File: src/rtl/ucsbece154b_mem_arbiter_if.sv
// Bus bundle between the two cache refill engines, the SDRAM read port and the arbiter.
// The arbiter takes the slave view; the surrounding system drives the master view.
interface ucsbece154b_mem_arbiter_if #(
  parameter int ADDR_WIDTH = 32,
  parameter int DATA_WIDTH = 32
);
  logic                  IReadRequest;
  logic [ADDR_WIDTH-1:0] IReadAddress;
  logic [DATA_WIDTH-1:0] IDataIn;
  logic                  IDataReady;
  logic                  DReadRequest;
  logic [ADDR_WIDTH-1:0] DReadAddress;
  logic [DATA_WIDTH-1:0] DDataIn;
  logic                  DDataReady;
  logic                  MemReadRequest;
  logic [ADDR_WIDTH-1:0] MemReadAddress;
  logic [DATA_WIDTH-1:0] MemDataIn;
  logic                  MemDataReady;
  logic                  Busy;
  logic                  GrantD;

  modport slave (
    input  IReadRequest, IReadAddress, DReadRequest, DReadAddress,
    input  MemDataIn, MemDataReady,
    output IDataIn, IDataReady, DDataIn, DDataReady,
    output MemReadRequest, MemReadAddress, Busy, GrantD
  );

  modport master (
    output IReadRequest, IReadAddress, DReadRequest, DReadAddress,
    output MemDataIn, MemDataReady,
    input  IDataIn, IDataReady, DDataIn, DDataReady,
    input  MemReadRequest, MemReadAddress, Busy, GrantD
  );
endinterface

File: src/rtl/ucsbece154b_mem_arbiter.sv
// Shares the SDRAM read port between I-cache and D-cache refills: one aligned burst per grant.
// Define MEM_ARB_RR_EN for round-robin tie breaking; default build gives dcache fixed priority.
module ucsbece154b_mem_arbiter #(
  parameter int BLOCK_WORDS = 4,
  parameter int ADDR_WIDTH  = 32,
  parameter int DATA_WIDTH  = 32
) (
  input  logic                      clk,
  input  logic                      reset,
  ucsbece154b_mem_arbiter_if.slave  bus
);
  localparam int CNT_W = $clog2(BLOCK_WORDS);
  localparam int OFF_W = CNT_W + 2;
  localparam logic [ADDR_WIDTH-1:0] BLOCK_MASK = {{(ADDR_WIDTH-OFF_W){1'b1}}, {OFF_W{1'b0}}};
  localparam logic [CNT_W-1:0]      LAST_BEAT  = CNT_W'(BLOCK_WORDS - 1);

  typedef enum logic [1:0] {
    IDLE  = 2'd0,
    ISSUE = 2'd1,
    BURST = 2'd2
  } state_t;

  state_t                state, state_next;
  logic                  grant_d, grant_d_next;
  logic [ADDR_WIDTH-1:0] addr, addr_next;
  logic [CNT_W-1:0]      beat_cnt, beat_cnt_next;
  logic                  dropped, dropped_next;
  logic                  pick_d;
  logic                  owner_req;
  logic                  beat_fwd;

  // Tie break between simultaneous requests; a lone request always wins.
  always_comb begin
`ifdef MEM_ARB_RR_EN
    pick_d = bus.DReadRequest && (!bus.IReadRequest || !grant_d);
`else
    pick_d = bus.DReadRequest;
`endif
  end

  // A withdrawn owner stays muted until the burst drains, even if it re-raises its request.
  always_comb begin
    owner_req = grant_d ? bus.DReadRequest : bus.IReadRequest;
    beat_fwd  = (state == BURST) && bus.MemDataReady && owner_req && !dropped;
  end

  // Next-state and datapath update for the IDLE/ISSUE/BURST sequence.
  always_comb begin
    state_next    = state;
    grant_d_next  = grant_d;
    addr_next     = addr;
    beat_cnt_next = beat_cnt;
    dropped_next  = dropped;
    case (state)
      IDLE: begin
        if (bus.IReadRequest || bus.DReadRequest) begin
          state_next    = ISSUE;
          grant_d_next  = pick_d;
          addr_next     = (pick_d ? bus.DReadAddress : bus.IReadAddress) & BLOCK_MASK;
          beat_cnt_next = {CNT_W{1'b0}};
          dropped_next  = 1'b0;
        end else begin
          state_next = IDLE;
        end
      end
      ISSUE: begin
        state_next = BURST;
      end
      BURST: begin
        dropped_next = dropped || !owner_req;
        if (bus.MemDataReady) begin
          if (beat_cnt == LAST_BEAT) begin
            state_next    = IDLE;
            beat_cnt_next = {CNT_W{1'b0}};
          end else begin
            beat_cnt_next = beat_cnt + 1'b1;
          end
        end else begin
          beat_cnt_next = beat_cnt;
        end
      end
      default: begin
        state_next    = IDLE;
        beat_cnt_next = {CNT_W{1'b0}};
      end
    endcase
  end

  // State and datapath registers; reset drops any burst in flight.
  always_ff @(posedge clk or posedge reset) begin
    if (reset) begin
      state    <= IDLE;
      grant_d  <= 1'b0;
      addr     <= {ADDR_WIDTH{1'b0}};
      beat_cnt <= {CNT_W{1'b0}};
      dropped  <= 1'b0;
    end else begin
      state    <= state_next;
      grant_d  <= grant_d_next;
      addr     <= addr_next;
      beat_cnt <= beat_cnt_next;
      dropped  <= dropped_next;
    end
  end

  assign bus.MemReadRequest = (state == ISSUE);
  assign bus.MemReadAddress = addr;
  assign bus.Busy           = (state != IDLE);
  assign bus.GrantD         = grant_d;
  assign bus.IDataIn        = bus.MemDataIn;
  assign bus.DDataIn        = bus.MemDataIn;
  assign bus.IDataReady     = beat_fwd && !grant_d;
  assign bus.DDataReady     = beat_fwd && grant_d;
endmodule
File: src/flat_wrapper.sv
// flat-port wrapper written by rule: the top's interface ports become plain ports
module ucsbece154b_mem_arbiter_flat 
#(
  parameter int BLOCK_WORDS = 4,
  parameter int ADDR_WIDTH  = 32,
  parameter int DATA_WIDTH  = 32
)
  (clk, reset, bus_IReadRequest, bus_IReadAddress, bus_DReadRequest, bus_DReadAddress, bus_MemDataIn, bus_MemDataReady, bus_IDataIn, bus_IDataReady, bus_DDataIn, bus_DDataReady, bus_MemReadRequest, bus_MemReadAddress, bus_Busy, bus_GrantD);
  ucsbece154b_mem_arbiter_if #(.ADDR_WIDTH(ADDR_WIDTH), .DATA_WIDTH(DATA_WIDTH)) bus_i ();
  input  logic clk;
  input  logic reset;
  input wire logic [$bits(bus_i.IReadRequest)-1:0] bus_IReadRequest;
  input wire logic [$bits(bus_i.IReadAddress)-1:0] bus_IReadAddress;
  input wire logic [$bits(bus_i.DReadRequest)-1:0] bus_DReadRequest;
  input wire logic [$bits(bus_i.DReadAddress)-1:0] bus_DReadAddress;
  input wire logic [$bits(bus_i.MemDataIn)-1:0] bus_MemDataIn;
  input wire logic [$bits(bus_i.MemDataReady)-1:0] bus_MemDataReady;
  output wire logic [$bits(bus_i.IDataIn)-1:0] bus_IDataIn;
  output wire logic [$bits(bus_i.IDataReady)-1:0] bus_IDataReady;
  output wire logic [$bits(bus_i.DDataIn)-1:0] bus_DDataIn;
  output wire logic [$bits(bus_i.DDataReady)-1:0] bus_DDataReady;
  output wire logic [$bits(bus_i.MemReadRequest)-1:0] bus_MemReadRequest;
  output wire logic [$bits(bus_i.MemReadAddress)-1:0] bus_MemReadAddress;
  output wire logic [$bits(bus_i.Busy)-1:0] bus_Busy;
  output wire logic [$bits(bus_i.GrantD)-1:0] bus_GrantD;
  assign bus_i.IReadRequest = bus_IReadRequest;
  assign bus_i.IReadAddress = bus_IReadAddress;
  assign bus_i.DReadRequest = bus_DReadRequest;
  assign bus_i.DReadAddress = bus_DReadAddress;
  assign bus_i.MemDataIn = bus_MemDataIn;
  assign bus_i.MemDataReady = bus_MemDataReady;
  assign bus_IDataIn = bus_i.IDataIn;
  assign bus_IDataReady = bus_i.IDataReady;
  assign bus_DDataIn = bus_i.DDataIn;
  assign bus_DDataReady = bus_i.DDataReady;
  assign bus_MemReadRequest = bus_i.MemReadRequest;
  assign bus_MemReadAddress = bus_i.MemReadAddress;
  assign bus_Busy = bus_i.Busy;
  assign bus_GrantD = bus_i.GrantD;
  ucsbece154b_mem_arbiter #(.BLOCK_WORDS(BLOCK_WORDS), .ADDR_WIDTH(ADDR_WIDTH), .DATA_WIDTH(DATA_WIDTH)) u_core (.clk(clk), .reset(reset), .bus(bus_i));
endmodule
File: config.mk
export PLATFORM = sky130hd
export DESIGN_NAME = ucsbece154b_mem_arbiter_flat
export DESIGN_NICKNAME = d
export VERILOG_FILES = /design/src/rtl/ucsbece154b_mem_arbiter_if.sv /design/src/rtl/ucsbece154b_mem_arbiter.sv /design/src/flat_wrapper.sv
export SDC_FILE = /design/constraint.sdc
export NUM_CORES = 1
export LEC_CHECK = 0
export BUFFER_PORTS_ARGS = -buffer_cell sky130_fd_sc_hd__buf_2
export CORE_UTILIZATION = 38
export CTS_CLUSTER_SIZE = 14
export DETAILED_ROUTE_END_ITERATION = 8
export GPL_ROUTABILITY_DRIVEN = 0
export PLACE_DENSITY_LB_ADDON = 0.25
export RECOVER_POWER = 100
export SYNTH_ARGS = -nofsm -noshare
export SYNTH_HDL_FRONTEND = slang
export SYNTH_SLANG_ARGS = --single-unit
File: constraint.sdc
create_clock -name clk -period 2 [get_ports clk]
set_input_delay 0 -clock clk [delete_from_list [all_inputs] [get_ports clk]]
set_output_delay 0 -clock clk [all_outputs]
set_load 0.005 [all_outputs]
# == Word level (Yosys, flattened, before mapping) ==
# Cells that the tools add are included.
# word_totals
register_bits,34
inputBits,101
out_inout_bits,101
word_cells,42
# op_classes
n_addsub,1
eq_ne,6
mux,12
bitwise_logic,1
n_reduce_logical,17
# ops
op,count
$mux W32,1
$pmux W2 S3,2
$mux W2,5
$reduce_and A2 Y1,3
$logic_and A1 B1 Y1,5
$eq A2 B2 Y1 const B,2
$ne A2 B2 Y1 const B,2
$reduce_bool A2 Y1,2
$logic_not A1 Y1,3
$mux W1,3
$reduce_and A3 Y1,1
$add A2 B1 Y2 const B,1
$eq A2 B1 Y1 const B,1
$logic_not A2 Y1,1
$logic_or A1 B1 Y1,2
$ne A2 B1 Y1 const B,1
$pmux W1 S2,1
$not A1 Y1,1

# == Depth between registers and ports, before layout ==
# Gate-level depths: netlist of the first run.
# logic_depth
ltp_word,5
depth_mapped,6
ltp_nobuf,4

# == Worst setup path after synthesis of the first run ==
# OpenSTA, ideal clock, no wires.
# synth_path
path_kind,reg2reg
startpoint,register u_core.state[1]
endpoint,"register u_core.addr[10], in the netlist u_core.bus.MemReadAddress[10]"
arrival_time_ps,1353
t_required_ps,1875
path_slack_ps,521
path_stages_with_launch,7
n_path_buf,2
path_cell_list,dfrtp_1 -> nor2_4 -> inv_4 -> nor2_2 -> buf_6 -> buf_12 -> mux2_4
# synth_via
elab_chain_cells,2
# synth_lines
element,line_no,text
"start, declared",ucsbece154b_mem_arbiter.sv:23,"state_t state, state_next;"
"start signal, assigned",ucsbece154b_mem_arbiter.sv:98,state <= state_next;
$logic_not A2 Y1,ucsbece154b_mem_arbiter.sv:54,case (state)
$reduce_and A2 Y1 (no source line),n/a,
"end signal, assigned",ucsbece154b_mem_arbiter.sv:94,addr <= {ADDR_WIDTH{1'b0}};
"end signal, assigned",ucsbece154b_mem_arbiter.sv:100,addr <= addr_next;
"end, declared",ucsbece154b_mem_arbiter.sv:25,"logic [ADDR_WIDTH-1:0] addr, addr_next;"
# Every way passes these cells.
# A chain may end at the register's enable or synchronous reset.

# == Worst setup path after layout of the first run ==
# layout_path
startpoint,register u_core.state[1]
endpoint,"register u_core.addr[5], in the netlist u_core.bus.MemReadAddress[5]"
# Same word-level chain as after synthesis.

==> results of run 1 <==
-- placed cells by master, fill, tap and decap left out --
cell and n:
a21o_1 1, a21oi_1 1, a22o_1 1, buf_12 1, buf_2 69, buf_4 2, clkbuf_1 23, clkbuf_2 2
clkbuf_8 8, conb_1 4, dfrtp_1 34, dlygate4sd3_1 1, ha_1 1, inv_1 2, inv_4 1, mux2_1 8
mux2_2 47, mux2_4 1, nand2_1 4, nand3b_1 1, nand4_1 2, nor2_1 5, nor2_4 2, nor2b_1 2
nor3_1 1, nor3b_1 1, o211ai_1 5, o21ai_0 3
-- area by class of cell --
cell class                 count  area (um2)
sequential                    34       850.8
timing repair buffer          98       486.7
clock buffer                   8       110.1
fill                         574        3253
tap                           72       90.09
inverter                       3       13.76
multi-input combinational     90       837.1
-- repair_timing --
item	4_1_cts	5_1_grt
setup endpoints to repair	0	0
hold endpoints to repair	34	0
hold buffers	1	0
buffers inserted	0	0
-- worst max-delay path: cells and delay by family, from the launching register on --
family | cells | cell delay, ns
AND/OR/NAND/NOR | 2 | 0.42
buffers and inverters | 2 | 0.33
multiplexers | 1 | 0.37
flip-flops | 1 | 0.47
-- flip-flops by register name, indices dropped and copies added (netlist names) --
signal and flops:
u_core.bus.MemReadAddress 28, u_core.beat_cnt 2, u_core.state 2, u_core.dropped 1, u_core.bus.GrantD 1
-- kinds of logic after synthesis --
kind of cell    count (synthesis)
simple gates                   18
fa+ha+maj                       1
other cells                     1
buf+inv                        77
flops                          34
compound gates                 11
mux                            56
-- worst max path at each step --
stage and end:
2_1_floorplan u_core.bus.MemReadAddress[10], 3_3_place_gp u_core.bus.MemReadAddress[21], 3_5_place_dp u_core.bus.MemReadAddress[5], 4_1_cts u_core.bus.MemReadAddress[5], 5_1_grt u_core.bus.MemReadAddress[24], 6_report u_core.bus.MemReadAddress[5]
-- report_power, final --
part           switching, mW  leakage, nW  internal (mW)
combinational          0.527        0.639          0.670
clock                  0.240       0.0575          0.348
sequential             0.214        0.402           1.04
total                  0.981         1.10           2.06
-- routing by layer --
metal	vias to the layer above	part of all wire (%)	routed length, um	track usage (%)
met5	-	0	0	0
met2	78	46	1949	21.71
met1	631	40	1679	16.80
met4	0	4.6	192	9.091
li1	663	-	-	-
met3	31	9.1	381	5.257
-- per-stage QoR --
stage               cells  utilization (%)
floorplan             201                -
global placement      296            41.43
detailed placement    296            41.43
CTS                   305            43.56
global route          305            42.34
finish                305            42.34
==> impl_metrics.py, run 1 <==
metrics = {
    "outcome": {
        "status": "finished clean",
    },
    "yosys": {
        "synthSimpleGateAreaFrac_pct": 4.548,
        "syn_area_per_cell_um2": 11.53,
        "synth_top_area_share_pct": 37.26,
        "synth_seq_area_share_pct": 37.26,
        "synth.largest_area_cell": "dfrtp_1",
        "synth_fa_ha_area_share_pct": 0.5479,
        "yosysMostFrequentCell": "buf_4",
        "netlist_area_mm2": 0.002283,
        "synth_compound_area_share_pct": 3.233,
        "synth_top_family_by_area": "multiplexers",
        "synth_warnings": 0,
        "synthCells": 198,
        "ys_seq_elements": 34,
        "ys.flop_type": "dfrtp_1",
        "synth_common_cells": "buf_4 (68), mux2_2 (47), dfrtp_1 (34), mux2_4 (9), o211ai_1 (5)",
        "synth_area_leaders": "dfrtp_1 (37%), mux2_2 (23%), buf_4 (22%)",
        "synth_mux_area_share_pct": 29.10,
        "synth_enable_flop_cells": 0,
        "ys_types": 26,
        "async_flop_share_pct": 100.0,
        "yosys.area_share.xor_xnor_pct": 0,
    },
    "power": {
        "power_mw": 3.037,
        "powerDensity_mw_per_mm2": 1272,
        "leakage_nw": 1.098,
        "ir_drop_mv": 0.5144,
    },
    "floorplanning": {
        "rows": 27,
        "dieHeight_um": 79.52,
        "die_width_um": 79.52,
        "floorplan.initialDensity_pct": 40.47,
        "io_pins": 202,
        "fp.coreArea_mm2": 0.005642,
        "dieArea_mm2": 0.006323,
    },
    "global_routing": {
        "overflow": 0,
        "grt_max_degree": 35,
        "grt_pass1_wl_um": 6837,
        "grt_pass1_vias": 1453,
        "antenna_found_initial": 0,
        "grtUsageTotal_pct": 14.25,
    },
    "sta": {
        "min_period_over_period_pct": 85.39,
        "slew_headroom_pct": 43.35,
        "period_needed_ns": 1.708,
        "hold_ws_ns": 0.000002100,
        "tightestPinTransition_ns": 0.8498,
        "skew_ns": 0.002433,
        "setup_viol": 0,
        "fin_tns_setup_ns": 0,
        "layout_setup_ws_ns": 0.2922,
        "finalMaxSlewViolations": 0,
        "grt_setup_unrepaired": "false",
        "clock.fmax_mhz": 585.6,
        "finalHoldViolations": 0,
    },
    "setup_path": {
        "r2r_slack_ns": 0.29,
        "crit_type": "reg -> reg",
        "cp.required_ns": 2.17,
        "crit_chain": "nor2_1 > inv_4 > nor2_4 > buf_4 > mux2_2",
        "reg2reg_to": "u_core.bus.MemReadAddress[5]",
        "crit_path_max_fanout": 16,
        "crit_arrival_ns": 1.87,
        "critPathLaunch": "u_core.state[1]",
        "cp_slowest_cell": "dfrtp_1",
        "startpoint_type": "flop",
        "worst_path_largest_cell_delay_ns": 0.47,
        "r2r_start": "u_core.state[1]",
        "worstSetupEndpointType": "flop",
        "worst_r2r_path_depth": 5,
    },
    "routing": {
        "drt_wl_total_um": 4202,
        "drt_iter0_drc": 27,
        "wire_per_inst_um": 13.78,
        "dr.pass1.iters": 4,
        "routed_via_density": 4.600,
        "drcViolationCount": 0,
        "vias": 1403,
        "postRouteAntennaNets": 0,
    },
    "cts": {
        "clk_path_buf_depth": 2,
        "cts_buffers": 5,
        "cts_resized": 0,
        "cts-htree-levels": 2,
        "clock_tree.root_cell": "clkbuf_8",
        "clock-sinks": 34,
        "clk_latency_ns": 0.28,
        "clk_pin_slew_ns": 0.07,
        "cts_tree": "done",
    },
    "final_layout": {
        "nets": 334,
        "postLayoutCellArea_mm2": 0.002389,
        "drive_gt1_share_pct": 57.08,
        "syn_to_final_growth_pct": 4.603,
        "num_antenna_cells": 0,
    },
    "placement": {
        "place_ws_ns": 0.4107,
        "numPortBuffers": 93,
        "place_area_mm2": 0.002337,
        "dpl.hpwl_um": 3124,
    },
    "worst_hold_path": {
        "hold_end": "bus_IDataIn[10]",
        "hp-class": "in -> out",
        "hp-start": "bus_MemDataIn[10]",
        "holdPathStages": 0,
    },
    "job": {
        "maxCapViolCount": 0,
    },
}
Power figures use the tool's default switching activity.
==> inputs of run 2 (changes only) <==
- CELL_PAD_IN_SITES_DETAIL_PLACEMENT: default -> 2
- CELL_PAD_IN_SITES_GLOBAL_PLACEMENT: default -> 2
- CORE_UTILIZATION: 38 -> 20
==> run 2 against run 1 <==
- sequential power about the same
- combinational power rose by 4%
- global-route usage shrank 5.4 points
==> impl_metrics.py, run 2 (synthesized netlist as in run 1, its figures left out) <==
metrics = {
    "floorplanning": {
        "fp.coreArea_mm2": 0.01098,
        "dieArea_mm2": 0.01185,
        "rows": 38,
        "die_width_um": 108.9,
        "floorplan.initialDensity_pct": 20.79,
        "dieHeight_um": 108.9,
        "io_pins": 202,
    },
    "sta": {
        "finalMaxSlewViolations": 0,
        "tightestPinTransition_ns": 0.9306,
        "min_period_over_period_pct": 85.68,
        "setup_viol": 0,
        "clock.fmax_mhz": 583.5,
        "slew_headroom_pct": 37.96,
        "period_needed_ns": 1.714,
        "fin_tns_setup_ns": 0,
        "skew_ns": 0.002662,
        "finalHoldViolations": 0,
        "grt_setup_unrepaired": "false",
        "hold_ws_ns": 0.000002758,
    },
    "cts": {
        "clk_latency_ns": 0.27,
        "cts_tree": "done",
        "clk_pin_slew_ns": 0.05,
        "clock_tree.root_cell": "clkbuf_16",
        "clock-sinks": 34,
        "clk_path_buf_depth": 2,
        "cts-htree-levels": 2,
        "cts_buffers": 5,
    },
    "final_layout": {
        "final_common_cell": "buf_2",
        "multi_input_comb_area_um2": 833.3,
        "nets": 334,
        "num_antenna_cells": 0,
        "largest_reg_flops": 28,
        "drive_gt1_share_pct": 56.71,
        "mostFrequentLayoutCells": "buf_2 (71), mux2_2 (47), dfrtp_1 (34)",
        "syn_to_final_growth_pct": 10.03,
        "seq_area_um2": 850.8,
        "num-fill-cells": 1242,
    },
    "routing": {
        "drcViolationCount": 0,
        "wire_per_inst_um": 13.56,
        "drt_iter0_drc": 6,
        "vias": 1445,
        "drt_wl_total_um": 5031,
        "dr.pass1.iters": 2,
        "routed_via_density": 3.895,
        "postRouteAntennaNets": 0,
    },
    "setup_path": {
        "crit_type": "reg -> reg",
        "worst_path_largest_cell_delay_ns": 0.47,
        "crit_chain": "nor2_1 > inv_4 > nor2_4 > buf_4 > mux2_1",
        "crit_path_max_fanout": 12,
        "r2r_start": "u_core.state[1]",
        "worstSetupEndpointType": "flop",
        "crit_buf_inv": 2,
        "startpoint_type": "flop",
        "cp.required_ns": 2.15,
        "cp_top_family": "flip-flops",
        "crit_arrival_ns": 1.86,
        "cp_slowest_cell": "dfrtp_1",
        "critPathLaunch": "u_core.state[1]",
    },
    "global_routing": {
        "overflow": 0,
        "antenna_found_initial": 0,
        "grt_pass1_vias": 1548,
        "grt_max_degree": 35,
        "grtUsageTotal_pct": 8.858,
        "grt_pass1_wl_um": 7969,
    },
    "power": {
        "powerDensity_mw_per_mm2": 1295,
        "leakage_nw": 1.111,
        "ir_drop_mv": 0.3121,
    },
    "outcome": {
        "status": "finished clean",
    },
    "worst_hold_path": {
        "hp-start": "bus_MemDataIn[0]",
        "hp-class": "in -> out",
    },
    "job": {
        "maxCapViolCount": 0,
    },
    "placement": {
        "dpl.hpwl_um": 3711,
        "numPortBuffers": 93,
    },
}
run 2: changes by cell type in the layout (fill, tap and decap cells not counted), sizes merged:
cell | previous run | this run
clkbuf | 33 | 29
buf | 72 | 74
run 2: worst register-to-register path: cells and delay by family (launching register included):
| kind | cells | cell delay (ns) |
|---|---|---|
| AND/OR/NAND/NOR | 2 | 0.45 |
| buffers and inverters | 2 | 0.33 |
| multiplexers | 1 | 0.35 |
| flip-flops | 1 | 0.47 |
run 2: final timing paths:
kind | depth (start not counted) | slack [ns] | endpoint
max reg2reg | 5 | 0.29 | u_core.bus.MemReadAddress[12]
min | 0 | 0.000003 | bus_IDataIn[0]
max in group asynchronous | 4 | 0.87 | u_core.bus.MemReadAddress[11]
min in group asynchronous | 4 | 0.56 | u_core.bus.MemReadAddress[24]
max | 5 | 0.29 | u_core.bus.MemReadAddress[12]
min reg2reg | 1 | 0.48 | u_core.bus.MemReadAddress[7]
run 2: what timing repair did:
| action | CTS | global route |
|---|---|---|
| setup buffers | 0 | 0 |
| gates resized for setup | 0 | 0 |
| endpoints found under the setup margin | 0 | 0 |
| hold buffers | 1 | 0 |
| endpoints found under the hold margin | 34 | 0 |
run 2: cell type report:
type | instances | share of cell area [%]
Timing Repair Buffer | 98 | 19.92
Sequential cell | 34 | 33.86
Tap cell | 140 | 6.972
Inverter | 3 | 0.5478
Multi-Input combinational cell | 90 | 33.17
Clock buffer | 6 | 5.528
run 2: power breakdown:
part | leakage, nW | internal, mW | switching, mW
Sequential | 0.402 | 1.04 | 0.218
Combinational | 0.641 | 0.689 | 0.556
Clock | 0.0688 | 0.481 | 0.270
Total | 1.11 | 2.21 | 1.04
run 2: stage by stage:
step	worst slack (ns)	std cells	power [mW]	area (um2)	utilization [%]
floorplan	0.5214	201	2.260	2295	-
global placement	0.3682	364	2.718	2435	22.17
detailed placement	0.3443	364	2.755	2435	22.17
CTS	0.3299	371	3.553	2584	23.52
global route	0.1746	371	3.538	2512	22.88
finish	0.2863	371	3.255	2512	22.88
run 2: routing by layer:
metal	part of all wire (%)	vias up	GRT usage [%]
met1	41	708	10.64
met4	1.1	0	3.089
li1	-	665	-
met3	8.6	11	3.108
met5	0	-	0
met2	49	61	14.60
